<file path="config.mk">
export PLATFORM = sky130hd
export DESIGN_NAME = loopback_mc_engine
export DESIGN_NICKNAME = d
export VERILOG_FILES = /design/src/rtl/loopback_mc_engine.sv
export SDC_FILE = /design/constraint.sdc
export NUM_CORES = 1
export LEC_CHECK = 0
export ABC_AREA = 1
export ABC_CLOCK_PERIOD_IN_PS = 4000
export CORE_MARGIN = 5
export CORE_UTILIZATION = 45
export DETAILED_ROUTE_END_ITERATION = 12
export HOLD_SLACK_MARGIN = 0.05
export PLACE_DENSITY_LB_ADDON = 0.1
export SLEW_MARGIN = 20
export SYNTH_ARGS = -nofsm -noshare
export SYNTH_HDL_FRONTEND = slang
export SYNTH_SLANG_ARGS = --single-unit
</file>
<file path="constraint.sdc">
create_clock -name clk -period 4 [get_ports clk]
set_input_delay 0.4 -clock clk [delete_from_list [all_inputs] [get_ports clk]]
set_output_delay 0.4 -clock clk [all_outputs]
set_load 0.03 [all_outputs]
</file>
<file path="src/rtl/loopback_mc_engine.sv">
// loopback_mc_engine: bring-up / self-test datapath between the memory controller
// read FIFOs and the output-buffer FIFO. Pops stream and/or buffer words, combines
// them lane-wise (pass, saturating add, signed max) and pushes cfg_count results.
// Latency: pop at t, combined word in skid FIFO end of t+1, earliest push at t+2.
// Backpressure: a 2-entry skid FIFO plus one in-flight slot form a credit of 2;
// pops stop when credit is exhausted, so stream_write_ready low never loses data.
//
// Ports:
//   clk, reset              clock, synchronous active-high reset
//   start, cfg_mode,        start pulse (honoured in IDLE only) with mode and
//   cfg_count               word count latched on acceptance
//   busy, done              busy in RUN/DONE, one-cycle done pulse in DONE
//   stream_read_*           pop request / data / not-empty of the stream FIFO
//   buffer_read_*           pop request / data / not-empty of the buffer FIFO
//   stream_write_*          push request / data / not-full of the output buffer
//   *_count                 pops and pushes since the last accepted start
module loopback_mc_engine #(
  parameter int DATA_W     = 64,
  parameter int NUM_LANES  = 4,
  parameter int TX_COUNT_W = 20,
  parameter int CNT_W      = 32
) (
  input  logic                  clk,
  input  logic                  reset,
  input  logic                  start,
  input  logic [1:0]            cfg_mode,
  input  logic [TX_COUNT_W-1:0] cfg_count,
  output logic                  busy,
  output logic                  done,
  output logic                  stream_read_req,
  input  logic [DATA_W-1:0]     stream_read_data,
  input  logic                  stream_read_ready,
  output logic                  buffer_read_req,
  input  logic [DATA_W-1:0]     buffer_read_data,
  input  logic                  buffer_read_ready,
  output logic                  stream_write_req,
  output logic [DATA_W-1:0]     stream_write_data,
  input  logic                  stream_write_ready,
  output logic [CNT_W-1:0]      stream_read_count,
  output logic [CNT_W-1:0]      buffer_read_count,
  output logic [CNT_W-1:0]      write_count
);

  // DATA_W is expected to be an exact multiple of NUM_LANES.
  localparam int LANE_W = DATA_W / NUM_LANES;

  localparam logic [1:0] MODE_STREAM = 2'd0;
  localparam logic [1:0] MODE_BUFFER = 2'd1;
  localparam logic [1:0] MODE_ADD    = 2'd2;
  localparam logic [1:0] MODE_MAX    = 2'd3;

  typedef enum logic [1:0] {
    S_IDLE = 2'd0,
    S_RUN  = 2'd1,
    S_DONE = 2'd2
  } state_t;

  state_t                  state;
  state_t                  state_nxt;

  logic [1:0]              mode;
  logic [TX_COUNT_W-1:0]   count;
  logic [TX_COUNT_W-1:0]   issued;
  logic [TX_COUNT_W-1:0]   written;
  logic                    inflight;

  // 2-entry skid FIFO holding combined words waiting for the output buffer
  logic [DATA_W-1:0]       skid_mem [2];
  logic                    skid_rd;
  logic                    skid_wr;
  logic [1:0]              held;

  logic                    use_stream;
  logic                    use_buffer;
  logic                    src_ok;
  logic                    write_fire;
  logic [1:0]              occ;
  logic                    credit;
  logic                    pop;
  logic                    accept;

  logic [DATA_W-1:0]       add_word;
  logic [DATA_W-1:0]       max_word;
  logic [DATA_W-1:0]       combined;
  logic [LANE_W-1:0]       lane_a;
  logic [LANE_W-1:0]       lane_b;
  logic [LANE_W:0]         lane_sum;

  // ---------------------------------------------------------------------------
  // Pop / push decisions
  // ---------------------------------------------------------------------------
  assign use_stream = (mode != MODE_BUFFER);
  assign use_buffer = (mode != MODE_STREAM);
  assign src_ok     = (!use_stream || stream_read_ready) &&
                      (!use_buffer || buffer_read_ready);

  assign write_fire = (held != 2'd0) && stream_write_ready;

  // held + inflight never exceeds 2, so a 2-bit sum cannot wrap.
  assign occ    = held + {1'b0, inflight};
  // A full credit pool may still pop when the skid head leaves this cycle.
  assign credit = (occ < 2'd2) || ((occ == 2'd2) && write_fire);

  assign pop    = (state == S_RUN) && (issued < count) && src_ok && credit;
  assign accept = (state == S_IDLE) && start;

  assign stream_read_req   = pop && use_stream;
  assign buffer_read_req   = pop && use_buffer;
  assign stream_write_req  = write_fire;
  // Gate the head with occupancy so an empty skid shows zero, including after reset.
  assign stream_write_data = (held != 2'd0) ? skid_mem[skid_rd] : '0;

  assign busy = (state != S_IDLE);
  assign done = (state == S_DONE);

  // ---------------------------------------------------------------------------
  // Lane-wise combine of the data returned one cycle after a pop
  // ---------------------------------------------------------------------------
  always_comb begin
    add_word = '0;
    max_word = '0;
    lane_a   = '0;
    lane_b   = '0;
    lane_sum = '0;
    for (int l = 0; l < NUM_LANES; l++) begin
      lane_a   = stream_read_data[l*LANE_W +: LANE_W];
      lane_b   = buffer_read_data[l*LANE_W +: LANE_W];
      lane_sum = {lane_a[LANE_W-1], lane_a} + {lane_b[LANE_W-1], lane_b};
      // Overflow when the extended sign bit disagrees with the lane MSB.
      if (lane_sum[LANE_W] != lane_sum[LANE_W-1]) begin
        add_word[l*LANE_W +: LANE_W] = lane_sum[LANE_W] ? {1'b1, {(LANE_W-1){1'b0}}}
                                                        : {1'b0, {(LANE_W-1){1'b1}}};
      end else begin
        add_word[l*LANE_W +: LANE_W] = lane_sum[LANE_W-1:0];
      end
      max_word[l*LANE_W +: LANE_W] = ($signed(lane_a) >= $signed(lane_b)) ? lane_a : lane_b;
    end
  end

  always_comb begin
    combined = stream_read_data;
    case (mode)
      MODE_STREAM: combined = stream_read_data;
      MODE_BUFFER: combined = buffer_read_data;
      MODE_ADD:    combined = add_word;
      MODE_MAX:    combined = max_word;
      default:     combined = stream_read_data;
    endcase
  end

  // ---------------------------------------------------------------------------
  // State machine
  // ---------------------------------------------------------------------------
  always_ff @(posedge clk) begin
    if (reset) begin
      state <= S_IDLE;
    end else begin
      state <= state_nxt;
    end
  end

  always_comb begin
    state_nxt = state;
    case (state)
      S_IDLE: begin
        if (start) begin
          state_nxt = (cfg_count == '0) ? S_DONE : S_RUN;
        end
      end
      S_RUN: begin
        // Leave on the final push so DONE is the cycle after it.
        if (write_fire && ((written + TX_COUNT_W'(1)) == count)) begin
          state_nxt = S_DONE;
        end
      end
      S_DONE:  state_nxt = S_IDLE;
      default: state_nxt = S_IDLE;
    endcase
  end

  // ---------------------------------------------------------------------------
  // Configuration, progress counters, skid FIFO control
  // ---------------------------------------------------------------------------
  always_ff @(posedge clk) begin
    if (reset) begin
      mode              <= MODE_STREAM;
      count             <= '0;
      issued            <= '0;
      written           <= '0;
      inflight          <= 1'b0;
      held              <= 2'd0;
      skid_rd           <= 1'b0;
      skid_wr           <= 1'b0;
      stream_read_count <= '0;
      buffer_read_count <= '0;
      write_count       <= '0;
    end else begin
      inflight <= pop;
      if (accept) begin
        mode              <= cfg_mode;
        count             <= cfg_count;
        issued            <= '0;
        written           <= '0;
        stream_read_count <= '0;
        buffer_read_count <= '0;
        write_count       <= '0;
      end else begin
        if (pop) begin
          issued <= issued + TX_COUNT_W'(1);
        end
        if (write_fire) begin
          written     <= written + TX_COUNT_W'(1);
          write_count <= write_count + CNT_W'(1);
        end
        if (stream_read_req) begin
          stream_read_count <= stream_read_count + CNT_W'(1);
        end
        if (buffer_read_req) begin
          buffer_read_count <= buffer_read_count + CNT_W'(1);
        end
      end
      if (inflight) begin
        skid_wr <= ~skid_wr;
      end
      if (write_fire) begin
        skid_rd <= ~skid_rd;
      end
      held <= held + {1'b0, inflight} - {1'b0, write_fire};
    end
  end

  // Storage only; occupancy and pointers above decide what is valid.
  always_ff @(posedge clk) begin
    if (inflight) begin
      skid_mem[skid_wr] <= combined;
    end
  end

endmodule

</file>
==> results.json <==
{
  "outcome": "complete, no violations",
  "start_util_pct": 45.5,
  "p_sw_w": 0.00414,
  "critPathMaxFanout": 5,
  "firstDrtPassIters": 8,
  "multiInputGateArea_um2": 12600,
  "comb_power_share_pct": 37.0,
  "finalSetupViolCount": 0,
  "antenna_found_initial": 21,
  "grt_overflow": 0,
  "post-cts-setup-buffer-count": 0,
  "grt_pass1_wl_mm": 113,
  "synthDistinctLibCells": 51,
  "path_cells": "clkdlybuf4s50_1 > inv_1 > ha_1 > nor2_1 > nand2_1 > o21ai_0 > nand3_1 > nand3_1 > a21oi_1 > o21ai_0 > xor2_1 > ha_1 > buf_4 > a21oi_1 > o21ai_0 > nand3_1 > nand4_1",
  "nets": 3754,
  "synthesis.area_um2": 21700,
  "hp-class": "flip-flop to flip-flop",
  "wl_mm": 73.0,
  "ys_top_cells_by_count": "930 x nand2_1, 346 x inv_1, 292 x a21oi_1",
  "finalMaxSlewViolations": 0,
  "timing.slew.headroom_pct": 25.8,
  "swShare_pct": 38.4,
  "synth_edf_count": 128,
  "fill_cells": 4592,
  "crit_slowest_cell": "clkdlybuf4s50_1",
  "fp.dieArea_um2": 52600,
  "power.density_nw_per_um2": 403,
  "skew_ns": 0.0224,
  "p_leak_nw": 10.9,
  "async_reset_ff_share_pct": 0,
  "ir_worst_vdd_mv": 0.402,
  "power_frac_seq_pct": 31.7,
  "cts_resized": 0,
  "clock_path_buffers": 3,
  "cts_made_buffers": 38,
  "clk_pin_slew_worst_paths_ns": 0.06,
  "fin_crit_ns": 3.41,
  "syn_nets": 3459,
  "clkPwrFrac_pct": 31.3,
  "postCtsHoldBufs": 0,
  "ys_top_cells_by_area": "edfxtp_1 18%, nand2_1 16%, dfxtp_1 15%",
  "clock_latency_ns": 0.57,
  "clock_sinks": 294,
  "fmax_mhz": 293,
  "numPortBuffers": 320,
  "endpoint_kind": "flip-flop",
  "route.vias.total": 22100,
  "synth_top_area_cell": "edfxtp_1",
  "fin_crit_sh_pct": 85.4,
  "reg2reg_depth": 13,
  "cp.depth": 17,
  "area_growth_pct": 23.6,
  "setup_tns_ns": 0,
  "tightest_slew_ns": 1.11,
  "rrSetupSlack_ns": 1.19,
  "synth_area_per_cell_um2": 6.89,
  "dp_hpwl_mm": 55.3,
  "worst_setup_path_start_kind": "input pin",
  "synth_top_area_share_pct": 17.7,
  "cts_tree": "built",
  "ys_ff_latch": 294,
  "grt_pass1_vias": 21200,
  "htreeDepth": 2,
  "drive_gt1_share_pct": 4.50,
  "grt_max_degree": 60,
  "ys_seq_area_share_pct": 33.1,
  "drv_cap": 0,
  "fp-row-count": 80,
  "required_ns": 4.29,
  "crit_family": "compound AO/OA/AOI/OAI gates",
  "drc": 0,
  "drtAntennaViolNets": 0,
  "via_per_inst": 5.40,
  "rsz0062_at_grt": "false",
  "syn_inst": 3143,
  "hold_viol_final": 0,
  "fin_util_pct": 56.2,
  "register_area_um2": 7170,
  "crit_start": "buffer_read_data[17]",
  "yosys_warnings": 0,
  "groute.usage.overall_pct": 26.4,
  "r2r-start": "count[5]$_SDFFE_PP0P_",
  "cp.arrival_ns": 3.71,
  "criticalPathCategory": "input pin to flip-flop",
  "r2r_end": "buffer_read_count[1]$_SDFFE_PP0P_",
  "yosys_most_used_dff": "dfxtp_1",
  "endpoint": "skid_mem[1][22]$_DFFE_PP_",
  "path_buf_inv": 3,
  "io_pins": 321,
  "root_buffer": "clkbuf_16",
  "die_w_um": 229,
  "wl_per_cell_um": 17.9,
  "drtIter0Drc": 1460,
  "cp_slowest_stage_delay_ns": 0.52,
  "cellInternalPower_w": 0.00664,
  "yosysMostFrequentCell": "nand2_1",
  "fp.coreArea_um2": 47600,
  "die_h_um": 229,
  "place_congestion": 0.976
}
==> registers in the layout, indices dropped and copies added, names as in the netlist, 20 cells and up, named ones only <==
signal             cells
write_count           32
issued                20
stream_read_count     32
written               20
skid_mem             128
count                 20
buffer_read_count     32
==> power by group through the flow <==
stage	clock, W	sequential [W]	combinational, W
finish	0.00337	0.00342	0.00399
global route	0.00359	0.00343	0.00433
CTS	0.00345	0.00342	0.00400
detailed placement	0	0.00348	0.00397
global placement	0	0.00348	0.00393
floorplan	0	0.00345	0.00240
==> worst min path at each step <==
| stage | start | end | slack (ns) | cells past startpoint |
|---|---|---|---|---|
| after floorplan | skid_rd$_SDFFE_PP0P_ | flip-flop | 0.43 | 1 |
| after detailed placement | skid_rd$_SDFFE_PP0P_ | flip-flop | 0.44 | 1 |
| after global placement | skid_rd$_SDFFE_PP0P_ | flip-flop | 0.43 | 1 |
| after CTS | cfg_mode[1] | mode[1]$_SDFFE_PP0P_ | 0.42 | 3 |
| after global routing | cfg_mode[1] | mode[1]$_SDFFE_PP0P_ | 0.46 | 3 |
| final | skid_rd$_SDFFE_PP0P_ | flip-flop | 0.45 | 1 |
==> cell families after synthesis <==
family,share of synthesized area [%]
AOI/OAI and AO/OA,12.1
buffers and inverters,8.77
adders and majority gates,9.38
and+or+nand+nor,31.8
DFF,33.1
xor gates and xnor gates,4.82
==> cell usage in the layout, fill, tap and decap left out, types with 6 or more instances in the layout <==
cell	Yosys	final
nand2_1	930	930
inv_1	346	344
clkdlybuf4s50_1	0	318
a21oi_1	292	292
nand3_1	206	206
nor2_1	202	197
dfxtp_1	166	165
o21ai_0	159	159
ha_1	156	156
edfxtp_1	128	128
nand4_1	115	115
xor2_1	85	85
nor3_1	75	75
buf_4	13	54
clkbuf_16	0	39
xnor2_1	29	29
nor4_1	24	24
o21bai_1	15	15
nand3b_1	11	11
clkbuf_1	57	10
o21ai_1	8	8
clkinv_2	0	8
diode_2	0	7
nor2_4	3	7
inv_2	5	7
nor2_2	5	6
a21o_1	6	6
nor3b_1	6	6
==> per-layer routing <==
metal	part of all wire, %	up-vias	GRT usage, %
li1	-	11000	-
met1	41	10200	32.7
met2	48	675	45.5
met3	7.4	151	6.68
met4	2.8	24	7.59
met5	0.22	-	0
==> stage by stage <==
step | hold slack [ns] | setup slack (ns) | std cells | area (um^2) | power, W
6_report | 0.449 | 0.586 | 4089 | 26800 | 0.0108
5_1_grt | 0.459 | 0.278 | 4084 | 26800 | 0.0114
4_1_cts | 0.422 | 0.639 | 4082 | 26800 | 0.0109
3_5_place_dp | 0.440 | 0.0484 | 4013 | 25500 | 0.00745
3_3_place_gp | 0.429 | 0.111 | 4013 | 25500 | 0.00741
2_1_floorplan | 0.426 | 0.420 | 3143 | 21700 | 0.00585
==> final cells by class <==
type	instances	share of cell area, %
multi-input cells	2375	47.2
flip-flops and latches	294	26.8
repair buffers	375	13.6
inverters	354	4.96
clock buffers	54	4.04
well taps	615	2.87
clock inverters	15	0.505
diodes	7	0.0654
Note: power is estimated with default switching activity, not from simulation.
